File: config.mk
export PLATFORM = sky130hd
export DESIGN_NAME = apb_rr_interconnect
export DESIGN_NICKNAME = d
export VERILOG_FILES = /design/src/rtl/apb_rr_interconnect.sv
export SDC_FILE = /design/constraint.sdc
export NUM_CORES = 1
export LEC_CHECK = 0
export ABC_AREA = 1
export CAP_MARGIN = 0
export CELL_PAD_IN_SITES_DETAIL_PLACEMENT = 0
export CELL_PAD_IN_SITES_GLOBAL_PLACEMENT = 1
export CORE_MARGIN = 2
export CORE_UTILIZATION = 33
export CTS_BUF_LIST = sky130_fd_sc_hd__clkbuf_2
export DETAILED_ROUTE_END_ITERATION = 8
export GPL_ROUTABILITY_DRIVEN = 0
export PLACE_DENSITY = 0.92
export SYNTH_ARGS = -nofsm -noshare
export SYNTH_HDL_FRONTEND = slang
export SYNTH_SLANG_ARGS = --single-unit
File: constraint.sdc
create_clock -name pclk -period 2.8 [get_ports pclk]
set_clock_uncertainty 0.05 [all_clocks]
set_input_delay 0.56 -clock pclk [delete_from_list [all_inputs] [get_ports pclk]]
set_output_delay 0.56 -clock pclk [all_outputs]
set_load 0.02 [all_outputs]
File: src/rtl/apb_rr_interconnect.sv
// Many-to-many word interconnect: one round-robin arbiter and one output register per slave,
// with out-of-range destinations acknowledged, dropped and reported through a one-cycle error pulse.
module apb_rr_interconnect #(
  parameter int NUM_MASTERS = 4,
  parameter int NUM_SLAVES  = 2,
  parameter int DATA_WIDTH  = 8,
  parameter int ADDR_WIDTH  = 2
) (
  input  logic                          pclk,
  input  logic                          reset,
  input  logic [NUM_MASTERS-1:0]        valids,
  input  logic [DATA_WIDTH-1:0]         master_data [NUM_MASTERS],
  input  logic [ADDR_WIDTH-1:0]         dest_addrs  [NUM_MASTERS],
  output logic [NUM_MASTERS-1:0]        master_ready,
  output logic [NUM_SLAVES-1:0]         slave_valid,
  output logic [DATA_WIDTH-1:0]         slave_data  [NUM_SLAVES],
  input  logic [NUM_SLAVES-1:0]         slave_ready,
  output logic                          err_valid,
  output logic [$clog2(NUM_MASTERS)-1:0] err_master
);

  localparam int PW = $clog2(NUM_MASTERS);

  logic [PW-1:0]         rr_ptr  [NUM_SLAVES];
  logic [PW-1:0]         win_idx [NUM_SLAVES];
  logic [NUM_SLAVES-1:0] accept;
  logic                  err_now;
  logic [PW-1:0]         err_idx;

  // Master index base+k, wrapping at NUM_MASTERS (which need not be a power of two).
  function automatic logic [PW-1:0] wrap_idx(input logic [PW-1:0] base, input int k);
    int s = int'(base) + k;
    if (s >= NUM_MASTERS) s -= NUM_MASTERS;
    return PW'(s);
  endfunction

  always_comb begin
    logic          found;
    logic [PW-1:0] idx;
    // NOTE: every output of this block gets a default first so no path leaves it unassigned (no latch).
    master_ready = '0;
    accept       = '0;
    err_now      = 1'b0;
    err_idx      = '0;
    found        = 1'b0;
    idx          = '0;
    for (int j = 0; j < NUM_SLAVES; j++) begin
      win_idx[j] = '0;
      found      = 1'b0;
      for (int k = 0; k < NUM_MASTERS; k++) begin
        idx = wrap_idx(rr_ptr[j], k);
        if (!found && valids[idx] && int'(dest_addrs[idx]) == j) begin
          found      = 1'b1;
          win_idx[j] = idx;
        end
      end
      // A stalled slave (holding a word nobody consumes) blocks its winner.
      accept[j] = found && (!slave_valid[j] || slave_ready[j]);
      if (accept[j]) master_ready[win_idx[j]] = 1'b1;
    end
    for (int i = NUM_MASTERS - 1; i >= 0; i--) begin
      if (valids[i] && int'(dest_addrs[i]) >= NUM_SLAVES) begin
        master_ready[i] = 1'b1;
        err_now         = 1'b1;
        err_idx         = PW'(i);
      end
    end
    if (reset) master_ready = '0;
  end

  // NOTE: sequential state uses non-blocking assignments so every register samples pre-edge values.
  always_ff @(posedge pclk or posedge reset) begin
    if (reset) begin
      // NOTE: slave_data is a small per-slave register bank, so it is reset along with the valids.
      slave_valid <= '0;
      slave_data  <= '{default: '0};
      rr_ptr      <= '{default: '0};
      err_valid   <= 1'b0;
      err_master  <= '0;
    end else begin
      for (int j = 0; j < NUM_SLAVES; j++) begin
        if (accept[j]) begin
          slave_valid[j] <= 1'b1;
          slave_data[j]  <= master_data[win_idx[j]];
          rr_ptr[j]      <= wrap_idx(win_idx[j], 1);
        end else if (slave_ready[j]) begin
          slave_valid[j] <= 1'b0;
        end
      end
      err_valid  <= err_now;
      err_master <= err_idx;
    end
  end

endmodule

* Yosys cells after proc, flatten, opt, wreduce, memory -nomap -nowiden
Cells that the tools add are included.
** Operators by class
- Add/sub/neg operators :: 18
- Order comparisons :: 36
- Eq/ne operators :: 4
- Mux-type cells :: 95
- Bitwise logic cells :: 11
- Reductions and logical operators :: 38
** Operators by type and width (number)
- $mux 2 :: 38
- $ge 3x3->1 const B :: 18
- $bmux 2 s2 :: 8
- $bmux 8 s2 :: 2
- $mux 8 :: 4
- $lt 2x3->1 const B :: 10
- $mux 1 :: 30
- $not 2->3 :: 10
- $logic_and 1x1->1 :: 22
- $sub 2x1->2 const B :: 10
- $bmux 1 s2 :: 8
- $add 2x1->3 const B :: 4
- $add 2x2->3 const B :: 4
- $mux 4 :: 3
- $eq 2x2->1 const B :: 4
- $ge 2x2->1 const B :: 4
- $logic_not 1->1 :: 8
- $logic_not 2->1 :: 4
- $ge 2x3->1 const B :: 2
- $demux 1 s2 :: 2
- $ge 2x1->1 const B :: 2
- $or 4x4->4 :: 1
- $reduce_bool 2->1 :: 2
- $logic_or 1x1->1 :: 2
** Word-level totals
- Register bits :: 25
- Bits of input ports :: 48
- Output and inout bits :: 25
- Word-level logic and storage cells :: 210

* Longest topological paths before layout
- Depth after elaboration :: 30
- Depth in mapped cells :: 19
- Mapped depth without buffers :: 16

* Least setup slack after synthesis
OpenSTA, ideal clock, no wires.
- Path kind :: input to output
- Start :: input valids[0]
- End :: output master_ready[1]
- Data arrival time :: 1921 ps
- Required time :: 2190 ps
- Setup slack :: 269 ps
- Cell stages on the path :: 16
- Buffers on the path :: 1
- Path through :: inv_1 nand2_1 nand2_1 inv_2 nand2_1 nand2_1 nor2_4 nand2_4 nand2_4 nand2_2 buf_6 inv_2 nand3_1 nand3_1 nand2_1 inv_1
** Between the ends
- Word-level cells in the longest chain between the ends :: 25
- Elaborated cells between the ends (all ways) :: 69
- Those cells by class :: order compare (4); mux (40); bitwise (1); reduce/logical (24)
** Ends and longest elaborated chain
- start: declaration :: RTL line 11 : input logic [NUM_MASTERS-1:0] valids,
- $bmux 1 s2 :: RTL line 52 : if (!found && valids[idx] && int'(dest_addrs[idx]) == j) begin
- $mux 1 (implied by the code) :: RTL line 52
- $logic_and 1x1->1 :: RTL line 52
- $mux 1 :: RTL line 52
- $logic_not 1->1 :: RTL line 52
- $logic_and 1x1->1 (2 in a row) :: RTL line 52
- $mux 1 :: RTL line 52
- $logic_not 1->1 :: RTL line 52
- [8 not listed]
- $logic_and 1x1->1 (implied by the code) :: RTL line 59 : if (accept[j]) master_ready[win_idx[j]] = 1'b1;
- $mux 1 (implied by the code) :: RTL line 59
- $demux 1 s2 :: RTL line 59
- $mux 4 :: RTL line 59
- $or 4x4->4 (no source line)
- $mux 4 * :: RTL line 59
- $mux 1 * :: RTL line 62 : if (valids[i] && int'(dest_addrs[i]) >= NUM_SLAVES) begin
- $mux 4 * :: RTL line 68 : if (reset) master_ready = '0;
- end: declaration :: RTL line 14 : output logic [NUM_MASTERS-1:0] master_ready,
Every way passes the cells marked *; elsewhere a longest branch is shown, timed or not. The select of a mux whose other input is x is not followed.

* Worst setup path in the final report
- Start :: register rr_ptr[0] in the netlist's numbering
- End :: output master_ready[0]
** Between the ends
- Word-level cells in the longest chain between the ends :: 29
- Elaborated cells between the ends (all ways) :: 71
- Those cells by class :: add/sub (7); order compare (6); eq/ne (4); mux (37); bitwise (5); reduce/logical (12)
** Ends and longest elaborated chain
- start: declaration :: RTL line 24 : logic [PW-1:0] rr_ptr [NUM_SLAVES];
- start signal: indexed assignment :: RTL line 85 : rr_ptr[j] <= wrap_idx(win_idx[j], 1);
- $ge 2x3->1 or $sub 2x1->2 (tied branches) :: RTL line 33 : if (s >= NUM_MASTERS) s -= NUM_MASTERS;
- $mux 2 :: RTL line 33
- $not 2->3 (implied by the code) :: RTL line 52
- $bmux 2 s2 :: RTL line 52
- $mux 2 (implied by the code) (2 in a row) :: RTL line 52
- $eq 2x2->1 :: RTL line 52
- $logic_and 1x1->1 :: RTL line 52
- $mux 1 :: RTL line 52
- [12 not listed]
- $lt 2x3->1 (implied by the code) or $ge 2x1->1 (tied branches) :: RTL line 59
- $logic_and 1x1->1 (implied by the code) :: RTL line 59
- $mux 1 (implied by the code) :: RTL line 59
- $demux 1 s2 :: RTL line 59
- $or 4x4->4 (no source line)
- $mux 4 * :: RTL line 59
- $mux 1 * :: RTL line 62
- $mux 4 * :: RTL line 68
Marks and branches as above.

==> metrics.cfg <==
[status]
status=complete, but fails checks
violations=setup timing

[route]
viasPerCell=4.701
drtIter0Drc=294
routed_wl_mm=8.630
ant_nets=0
route.detailed.wl_per_inst_um=12.60
drc_errors=0
first_pass_iters=7
dr_total_vias=3220

[power_and_ir_drop]
power.density_nw_per_um2=1422
power_leakage_nw=2.181
ir_drop_v=0.0007210
power.total_mw=5.638

[yosys]
postSynthCellCount=458
synth-seq-cells=25
ys_seq_area_share_pct=24.26
ys_types=26
ys.flop_type=dfrtp_1
synth_edf_count=0
syn_avg_cell_area_um2=5.630
synth_area_um2=2579
synthArstFlopShare_pct=100.0
yosysWarnings=0
synth_fp_nets=506

[cts]
clock-root-buffer=clkbuf_2
clk_latency_ns=0.36
clockBufferDepth=2
htreeDepth=1
tritoncts=yes
clkTransAtPathRegs_ns=0.29
numCtsBuffers=3
clock_sinks=25

[die]
dieHeight_um=92.40
core_area_um2=7647
die_x_um=92.40
io_pins=73
dieArea_um2=8538
num_rows=32
start_util_pct=33.72

[timing]
min_period_ns=3.014
layout_setup_ws_ns=-0.2138
setup_viol=5
fmax_mhz=331.8
rsz0062_at_grt=true
tns_ns=-1.013
hold_viol_final=0
worst_pin_slew_ns=0.2861
relSlewSlack_pct=80.92
final.period_utilization_pct=107.6
slew_viol_final=0

[global_routing]
grt_usage_pct=19.75
grt_pass1_vias=2973
grt_pass1_wl_mm=13.77
overflow=0
antenna_found_initial=0
grt_max_degree=18

[cells_and_area]
antenna_cells=0
fillers=768
postLayoutCoreUtil_pct=51.85
fin_cells=685
final_nets=632
area_growth_pct=53.76
post_route_cells_drive_above_1_share_pct=27.79

[hold_path]
hp-class=flip-flop to flip-flop

[critical_path]
cpPeakStageDelay_ns=0.53
critical_path_class=flip-flop to output pin
cp-start-kind=flip-flop
crit_fanout=7
crit_required_ns=2.19
worstPathCellList=clkinv_4 -> buf_4 -> nand2_1 -> nand2_2 -> nor2_4 -> nand2_2 -> nand2_4 -> nor2_4 -> nand3b_1 -> nand2_2 -> inv_4 -> nand3_2 -> nand2_2 -> inv_2 -> a21oi_2 -> buf_6
cp_top_family=simple AND/OR/NAND/NOR gates
path_buf_inv=5
crit_slowest_cell=dfrtp_2
cp-end-kind=output pin
crit_path_frequent_cell=nand2_2
cp.arrival_ns=2.40

[placed_design]
hpwl_mm=6.377
portBuffers=72
dp_slack_ns=-0.7814
dp.cells=657

[job]
cap_violations=0

## kinds of logic (layout without fill, tap and decap cells)
family | count (synthesis) | in the layout | share of synthesized area (%)
flip-flops | 25 | 25 | 24.26
buffers and inverters | 55 | 180 | 11.40
AND/OR/NAND/NOR | 363 | 363 | 59.87
AO/OA/AOI/OAI | 15 | 15 | 4.464
## Yosys cell counts (2+ instances only)
| cell | number | share of area [%] |
|---|---|---|
| o21ai_0 | 2 | 0.39 |
| o21ai_1 | 3 | 0.58 |
| nand3_2 | 2 | 0.78 |
| buf_2 | 6 | 1.2 |
| inv_2 | 9 | 1.3 |
| buf_6 | 9 | 3.9 |
| nand2_4 | 2 | 0.87 |
| buf_4 | 2 | 0.58 |
| a21oi_2 | 2 | 0.68 |
| dfrtp_1 | 25 | 24 |
| nor2_1 | 16 | 2.3 |
| nand2_2 | 15 | 3.6 |
| a21oi_1 | 3 | 0.58 |
| nand3b_1 | 3 | 0.87 |
| nor2_4 | 3 | 1.3 |
| nand3_1 | 64 | 12 |
| nand2_1 | 257 | 37 |
| inv_1 | 27 | 3.9 |
## through the flow
step	hold WS, ns	instance area [um^2]
after global placement	0.4108	3596
after global routing	0.4869	3965
after detailed placement	0.4163	3596
after floorplan	0.5371	2579
after CTS	0.4747	3815
final	0.4691	3965
## routing by layer
layer,global-route usage [%],up-vias,share of wire [%]
li1,-,1666,-
met1,27.11,1440,44
met2,33.82,106,51
met3,1.871,8,4.7
met4,3.980,0,1.2
met5,0,-,0
## power breakdown
group          leakage [nW]  total, mW  internal, mW  switching [mW]
clock                0.0126      0.160        0.0331           0.127
combinational          1.86       4.83          2.02            2.81
sequential            0.305      0.647         0.540           0.107
## worst register-to-register path: stages, from the launching register on
cell      delay [ns]
dfrtp_2         0.50
buf_6           0.14
buf_4           0.13
o21ai_2         0.15
nor2_4          0.05
nand2_2         0.08
nand2_4         0.07
nor2_4          0.12
nand2_4         0.08
a21oi_4         0.24
nand3_2         0.14
buf_4           0.15
buf_4           0.12
buf_4           0.12
buf_4           0.12
buf_4           0.12
buf_4           0.12
buf_4           0.12
buf_4           0.13
buf_4           0.12
o211ai_1        0.07
## final cells by class
class | count | area [um^2] | area share, %
multi-input combinational | 378 | 1822 | 45.95
timing repair buffer | 137 | 1207 | 30.45
sequential | 25 | 628.1 | 15.84
inverter | 38 | 153.9 | 3.881
tap | 102 | 127.6 | 3.219
clock buffer | 3 | 15.01 | 0.3787
clock inverter | 1 | 7.507 | 0.1893
timing repair inverter | 1 | 3.754 | 0.09467
## flip-flops by register name (all words and copies together), names as in the netlist
name         count
slave_data      16
err_valid        1
rr_ptr           4
slave_valid      2
err_master       2
## cells in the final DEF (no fill, tap or decap), types with 2 or more instances in the layout
| master | n |
|---|---|
| a21oi_1 | 3 |
| a21oi_2 | 2 |
| buf_4 | 61 |
| buf_6 | 7 |
| clkbuf_2 | 3 |
| clkdlybuf4s50_1 | 56 |
| dfrtp_1 | 23 |
| dfrtp_2 | 2 |
| dlygate4sd2_1 | 12 |
| inv_1 | 19 |
| inv_2 | 16 |
| inv_4 | 2 |
| nand2_1 | 235 |
| nand2_2 | 33 |
| nand2_4 | 6 |
| nand3_1 | 56 |
| nand3_2 | 10 |
| nand3b_1 | 3 |
| nor2_1 | 8 |
| nor2_2 | 5 |
| nor2_4 | 7 |
| o21ai_0 | 2 |
| o21ai_2 | 2 |
## final timing paths
kind | slack [ns] | start | cells after the start | end
setup / recovery | -0.21 | rr_ptr[0] | 16 | master_ready[0]
hold / removal | 0.47 | slave_data[3] | 2 | slave_data[3]
setup reg to reg | -0.21 | rr_ptr[2] | 20 | rr_ptr[3]
hold reg to reg | 0.47 | slave_data[3] | 2 | slave_data[3]
max in group asynchronous | 1.86 | reset | 3 | rr_ptr[0]
min in group asynchronous | 0.60 | reset | 3 | slave_data[13]
## timing repair
action / 4_1_cts / 5_1_grt
pin swaps: 15 / 24
setup endpoints to repair: 4 / 5
setup buffers: 16 / 6
hold buffers: 0 / 0
gates resized for setup: 65 / 36
gates cloned: 2 / 0
(Power assumes the default switching activity.)
